===== src/rtl/seven_seg_scanner.sv =====
// Four-digit time-multiplexed driver for a common-anode 7-segment display.
// Display words are double-buffered and committed only at frame boundaries.
module seven_seg_scanner #(
   parameter int DIGIT_CYCLES = 100000
) (
   input  logic        clk,
   input  logic        reset,
   input  logic [15:0] value,
   input  logic        load,
   input  logic        blank_lz,
   input  logic        enable,
   output logic [3:0]  hex,
   output logic [3:0]  an,
   output logic        frame_done
);

   localparam int               CNT_W   = (DIGIT_CYCLES > 2) ? $clog2(DIGIT_CYCLES) : 1;
   localparam logic [CNT_W-1:0] CNT_MAX = CNT_W'(DIGIT_CYCLES - 1);

   logic [CNT_W-1:0] cnt_q, cnt_d;
   logic [1:0]       idx_q, idx_d;
   logic [15:0]      shadow_q, shadow_d;
   logic [15:0]      pending_q, pending_d;
   logic             pend_v_q, pend_v_d;
   logic             frame_done_q, frame_done_d;

   logic             digit_wrap;
   logic             frame_end;

   assign digit_wrap = (cnt_q == CNT_MAX);
   assign frame_end  = digit_wrap && (idx_q == 2'd3);

   always_comb begin
      // NOTE: every target gets a default first, so no path through this block
      // leaves a signal unassigned and no latch is inferred.
      cnt_d        = cnt_q + 1'b1;
      idx_d        = idx_q;
      shadow_d     = shadow_q;
      pending_d    = pending_q;
      pend_v_d     = pend_v_q;
      frame_done_d = frame_end;

      if (digit_wrap) begin
         cnt_d = '0;
         idx_d = idx_q + 2'd1;
      end

      // A load on the boundary edge bypasses the pending buffer entirely.
      if (frame_end) begin
         pend_v_d = 1'b0;
         if (load) begin
            shadow_d = value;
         end else if (pend_v_q) begin
            shadow_d = pending_q;
         end
      end else if (load) begin
         pending_d = value;
         pend_v_d  = 1'b1;
      end
   end

   always_ff @(posedge clk) begin
      // NOTE: non-blocking assignments so every flop updates from the same
      // pre-edge values regardless of statement order.
      if (reset) begin
         cnt_q        <= '0;
         idx_q        <= '0;
         shadow_q     <= '0;
         pending_q    <= '0;
         pend_v_q     <= 1'b0;
         frame_done_q <= 1'b0;
      end else begin
         cnt_q        <= cnt_d;
         idx_q        <= idx_d;
         shadow_q     <= shadow_d;
         pending_q    <= pending_d;
         pend_v_q     <= pend_v_d;
         frame_done_q <= frame_done_d;
      end
   end

   logic [3:0] cur_nib;
   logic       zero_from3, zero_from2, zero_from1;
   logic       blanked;

   always_comb begin
      cur_nib    = shadow_q[{idx_q, 2'b00} +: 4];
      zero_from3 = (shadow_q[15:12] == 4'h0);
      zero_from2 = zero_from3 && (shadow_q[11:8] == 4'h0);
      zero_from1 = zero_from2 && (shadow_q[7:4] == 4'h0);

      // Digit0 is never blanked, so an all-zero word still shows one "0".
      case (idx_q)
         2'd1:    blanked = blank_lz && zero_from1;
         2'd2:    blanked = blank_lz && zero_from2;
         2'd3:    blanked = blank_lz && zero_from3;
         default: blanked = 1'b0;
      endcase

      an  = 4'b1111;
      hex = cur_nib;
      if (blanked) begin
         hex = 4'h0;
      end else if (enable) begin
         an = ~(4'b0001 << idx_q);
      end
   end

   assign frame_done = frame_done_q;

endmodule


===== config.mk =====
export PLATFORM = sky130hd
export DESIGN_NAME = seven_seg_scanner
export DESIGN_NICKNAME = d
export VERILOG_FILES = /design/src/rtl/seven_seg_scanner.sv
export SDC_FILE = /design/constraint.sdc
export NUM_CORES = 1
export LEC_CHECK = 0
export BUFFER_PORTS_ARGS = -buffer_cell sky130_fd_sc_hd__buf_4
export CORE_ASPECT_RATIO = 2
export CORE_UTILIZATION = 49
export DETAILED_ROUTE_END_ITERATION = 12
export GPL_TIMING_DRIVEN = 0
export PLACE_DENSITY = 0.69
export SLEW_MARGIN = 20
export SYNTH_ARGS = -nofsm -noshare
export SYNTH_HDL_FRONTEND = slang
export SYNTH_SLANG_ARGS = --single-unit
export TNS_END_PERCENT = 50

===== constraint.sdc =====
create_clock -name clk -period 2.6 [get_ports clk]
set_input_delay 0.52 -clock clk [delete_from_list [all_inputs] [get_ports clk]]
set_output_delay 0.52 -clock clk [all_outputs]
set_load 0.005 [all_outputs]

== Word level (Yosys, flattened, before mapping) ==
Index checks and enable logic that the tools add are counted.

* Reductions and logical operators: 14
* Mux-type cells: 6
* Eq/ne operators: 4
* Add/subtract/negate cells: 2
* Bitwise logic cells: 2
* Shift-type cells: 2

{| class="wikitable"
|+ Operators by type and width
! cell !! count
|-
| 2-to-1 mux 16 bit || 2
|-
| adder 17 x 1 -> 17 bit (second input constant) || 1
|-
| == test 17 bit (second input constant) || 1
|-
| indexed part select 16 x 5 -> 4 bit || 1
|-
| zero test 4 bit || 3
|-
| 2-to-1 mux 4 bit || 3
|-
| logical AND 1 bit || 6
|-
| == test 2 bit (second input constant) || 2
|-
| NOT 4 bit || 1
|-
| AND reduction 2 bit || 2
|-
| OR reduction 2 bit || 2
|-
| << shifter 1 x 2 -> 4 bit (first input constant) || 1
|-
| one-hot mux 1 bit (3 select lines) || 1
|-
| adder 2 x 1 -> 2 bit (second input constant) || 1
|-
| == test 2 x 1 -> 1 bit (second input constant) || 1
|-
| nonzero test 2 bit || 1
|-
| NOT 1 bit || 1
|}

* Register bits: 53
* Bits of input ports: 21
* Output and inout port bits: 9
* Logic and storage cells: 36

== Depth between registers and ports, before layout ==
* Depth after elaboration: 6
* Depth in mapped cells: 7
* Depth with buffers taken out: 5

== Worst setup path before layout ==
No wires, ideal clock.

* Path kind: register to output
* From: reg idx_q[0]
* To: out an[1]
* Data required time: 2.080 ns
* Data arrival time: 1.536 ns
* Stages on the path, launching flop included: 7
* Buffers on the path: 1
* Path slack: 0.544 ns
* Cell sequence: dfxtp_1 > clkbuf_1 > inv_1 > ha_1 > nand3b_1 > a21oi_1 > nand3b_1

* Cells in the longest elaborated chain, start to end: 4
* Elaborated cells on any way between the ends: 8
* Those cells by class: eq/ne: 3; shift: 1; mux: 3; bitwise: 1

{| class="wikitable"
|+ Ends and longest elaborated chain
! item !! RTL line !! text
|-
| start, declared || 21 || <nowiki>logic [1:0] idx_q, idx_d;</nowiki>
|-
| start signal, assigned || 74 || <nowiki>idx_q <= idx_d;</nowiki>
|-
| branches (longest 3 deep; another with one-hot mux 1 bit (3 select lines)) || - ||
|-
| 2-to-1 mux 4 bit (*) || 102 || <nowiki>if (blanked) begin</nowiki>
|-
| end, declared || 13 || <nowiki>output logic [3:0] an,</nowiki>
|}

Every way passes the cells marked *.

== Worst setup path after layout ==
* From: reg idx_q[0]
* To: out an[2]

Same word-level chain as after synthesis.

==> run summary <==
Post-layout min period -> 2410 ps
Seq cells post-synth -> 53
FFs w/ async S/R, synth -> 0%
DR vias -> 2,264
Most frequent cell after synthesis -> dfxtp_1
Antenna diodes -> 0
Synth Flop Type -> dfxtp_1
Worst Path Arrival -> 1890 ps
Library cells used by synthesis -> 31
Critical setup path kind -> reg -> out
Largest area contributor in the netlist -> dfxtp_1
HP Class -> reg -> reg
Root Buffer -> clkbuf_8
Wl on met1 -> 2.25 mm
Synth top area cells -> dfxtp_1 40%, mux2_2 6.8%, mux2i_1 6.0%
Fin nets -> 359
Placed insts -> 384
RSZ-0062 raised after global routing -> false
Largest buffer count on any clock path -> 2
Setup TNS -> 0 ps
Synth Net Count -> 324
H-tree Lvls -> 2
Global-route wire length before repair -> 10.2 mm
Cell Count, Final, Fillers Out -> 392
Buf/Inv on CP -> 3
Delay-heaviest family, CP -> buffers and inverters
Most numerous cell on the critical path -> nand3b_1
Fill cells -> 486
Syn avg cell area -> 8.89 um2
Element type at the critical path end -> output pin
Yosys warns -> 0
Synth Instances -> 298
Startpoint Class -> flip-flop
HPWL Detailed -> 4.75 mm
# port buffers -> 28
Row count -> 37
Vias per cell -> 5.78
Initial antenna violation count -> 0
Routed length on met3 -> 191 um
Crit-path max FO -> 6
Pleak -> 0.00110 uW
Max_cap viols -> 0
Pwr dens -> 471 mW/mm2
EDFF count, synth -> 0
# setup viols final -> 0
Die Y -> 106 um
Core box area -> 0.00518 mm2
CTS tree -> yes
Grt ovf -> 0
Worst setup margin -> 189 ps
Total CTS buffers -> 5
Clock skew -> 8.09 ps
CP required -> 2080 ps
CP cell instances -> clkbuf_2 > inv_1 > ha_1 > nand3b_1 > a21oi_2 > nand3b_1 > buf_4
Final ANT Viol Nets -> 0
Pre-CTS setup slack -> 218 ps
Top cells by count, synth -> 53 x dfxtp_1, 36 x nand2_1, 25 x nor4_1
GPL Wtd Cong -> 0.779
Clock slew at reported path FFs -> 90 ps
Worst-Skew Late Latency -> 310 ps
Clk sinks -> 53
Area growth, synth to finish -> 13.9%
Worst-Margin Slew -> 556 ps
Share of cells above drive strength 1 -> 19.5%
Worst IR drop on VDD -> 0.396 mV
Run status -> completed
Post-CTS Setup Repair Bufs -> 0
Met2 Wirelength -> 3.49 mm
Die width -> 54.0 um
Overall routing resource usage -> 24.0%
Starting Density -> 51.1%
Relative slew slack -> 62.9%
Crit share post-route -> 92.7%
Initial DRC Count -> 32
Highest Clock Rate -> 415 MHz
DR top layer -> met4
Max Slew Vio Count -> 0
I/O Pins -> 30
Hold_buf cts -> 0
Final routed wire length divided by cell count -> 15.5 um
# DRC -> 0
Number of global-route vias before repair -> 2,280
Die area -> 0.00572 mm2
Synth top area share -> 40.1%
Routed WL -> 6.07 mm
Synthesized area -> 0.00265 mm2
Crit-path max cell delay -> 360 ps
Pin count of the biggest net entering global routing -> 15
CP max stage cell -> dfxtp_1
Resize count post-CTS -> 1
Sequential share of the synthesized area -> 40.1%
Final hold viol count -> 0
Drt first pass iters -> 4
## report_power, final
| group | total (uW) | switching, uW | internal, uW |
|---|---|---|---|
| clock network | 452 | 260 | 192 |
| registers | 845 | 13.1 | 832 |
| logic | 124 | 60.8 | 63.4 |
| total | 1420 | 334 | 1090 |
## layout by cell type, fill, tap and decap left out, types with 13 or more instances in the layout
| master | netlist | final |
|---|---|---|
| mux2_2 | 16 | 16 |
| buf_4 | 0 | 28 |
| clkbuf_1 | 14 | 16 |
| a31oi_1 | 16 | 16 |
| nor2_1 | 20 | 20 |
| mux2i_1 | 16 | 16 |
| dfxtp_1 | 53 | 53 |
| nor4_1 | 25 | 25 |
| nand2_1 | 36 | 36 |
| nor3_1 | 21 | 21 |
| xnor2_1 | 13 | 13 |
## area by class of cell
| type | count | area (um2) | area share, % |
|---|---|---|---|
| multi-input combinational | 214 | 1450 | 48.1 |
| sequential | 53 | 1060 | 35.2 |
| timing repair buffer | 28 | 210 | 6.97 |
| buffer | 23 | 111 | 3.69 |
| clock buffer | 8 | 80.1 | 2.65 |
| tap | 58 | 72.6 | 2.41 |
| inverter | 8 | 30.0 | 0.995 |
## cells by family (layout without fill, tap and decap cells)
group / count (synthesis) / in the layout / synth area share (%)
buffers and inverters: 31 / 67 / 5.29
xor gates and xnor gates: 15 / 15 / 4.96
adders and majority gates: 5 / 5 / 2.36
and+or+nand+nor: 132 / 132 / 25.1
AOI/OAI and AO/OA: 26 / 26 / 5.95
muxes: 36 / 36 / 16.2
DFF: 53 / 53 / 40.1
## state kept, by name (all words and copies together), names as in the netlist
| register | flops |
|---|---|
| pending_q | 16 |
| cnt_q | 17 |
| shadow_q | 16 |
| idx_q | 2 |
| frame_done | 1 |
| pend_v_q | 1 |
## metrics by stage
step	util (%)	area (um2)	hold WS [ps]	total power, uW
3_3_place_gp	56.5	2930	439	985
4_1_cts	58.1	3010	460	1430
5_1_grt	58.2	3020	471	1470
6_report	58.2	3020	459	1420
2_1_floorplan	-	2650	432	939
3_5_place_dp	56.5	2930	447	989
## worst reg2reg max path, delay by kind of cell, from the launching register on
| family | cells | cell delay (ps) |
|---|---|---|
| buf+inv | 2 | 470 |
| fa+ha+maj | 1 | 340 |
| flops | 1 | 420 |
| simple gates | 4 | 840 |
## metal layers
metal	track usage, %	vias to the layer above
li1	-	1141
met1	23.6	1071
met2	45.1	42
met3	4.01	10
met4	10.3	0
met5	0	-
## path summary, 6_finish.rpt
path	from	end	slack (ps)	depth (start not counted)
worst max-delay path	idx_q[0]$_SDFFE_PP0N_	an[2]	190	7
worst min-delay path	pending_q[12]$_SDFFE_PP0P_	pending_q[12]$_SDFFE_PP0P_	460	2
worst max register to register	cnt_q[0]$_SDFF_PP0_	shadow_q[14]$_SDFFE_PP0P_	420	7
worst min register to register	pending_q[12]$_SDFFE_PP0P_	pending_q[12]$_SDFFE_PP0P_	460	2
No activity file was read; power rests on OpenSTA's default activity.
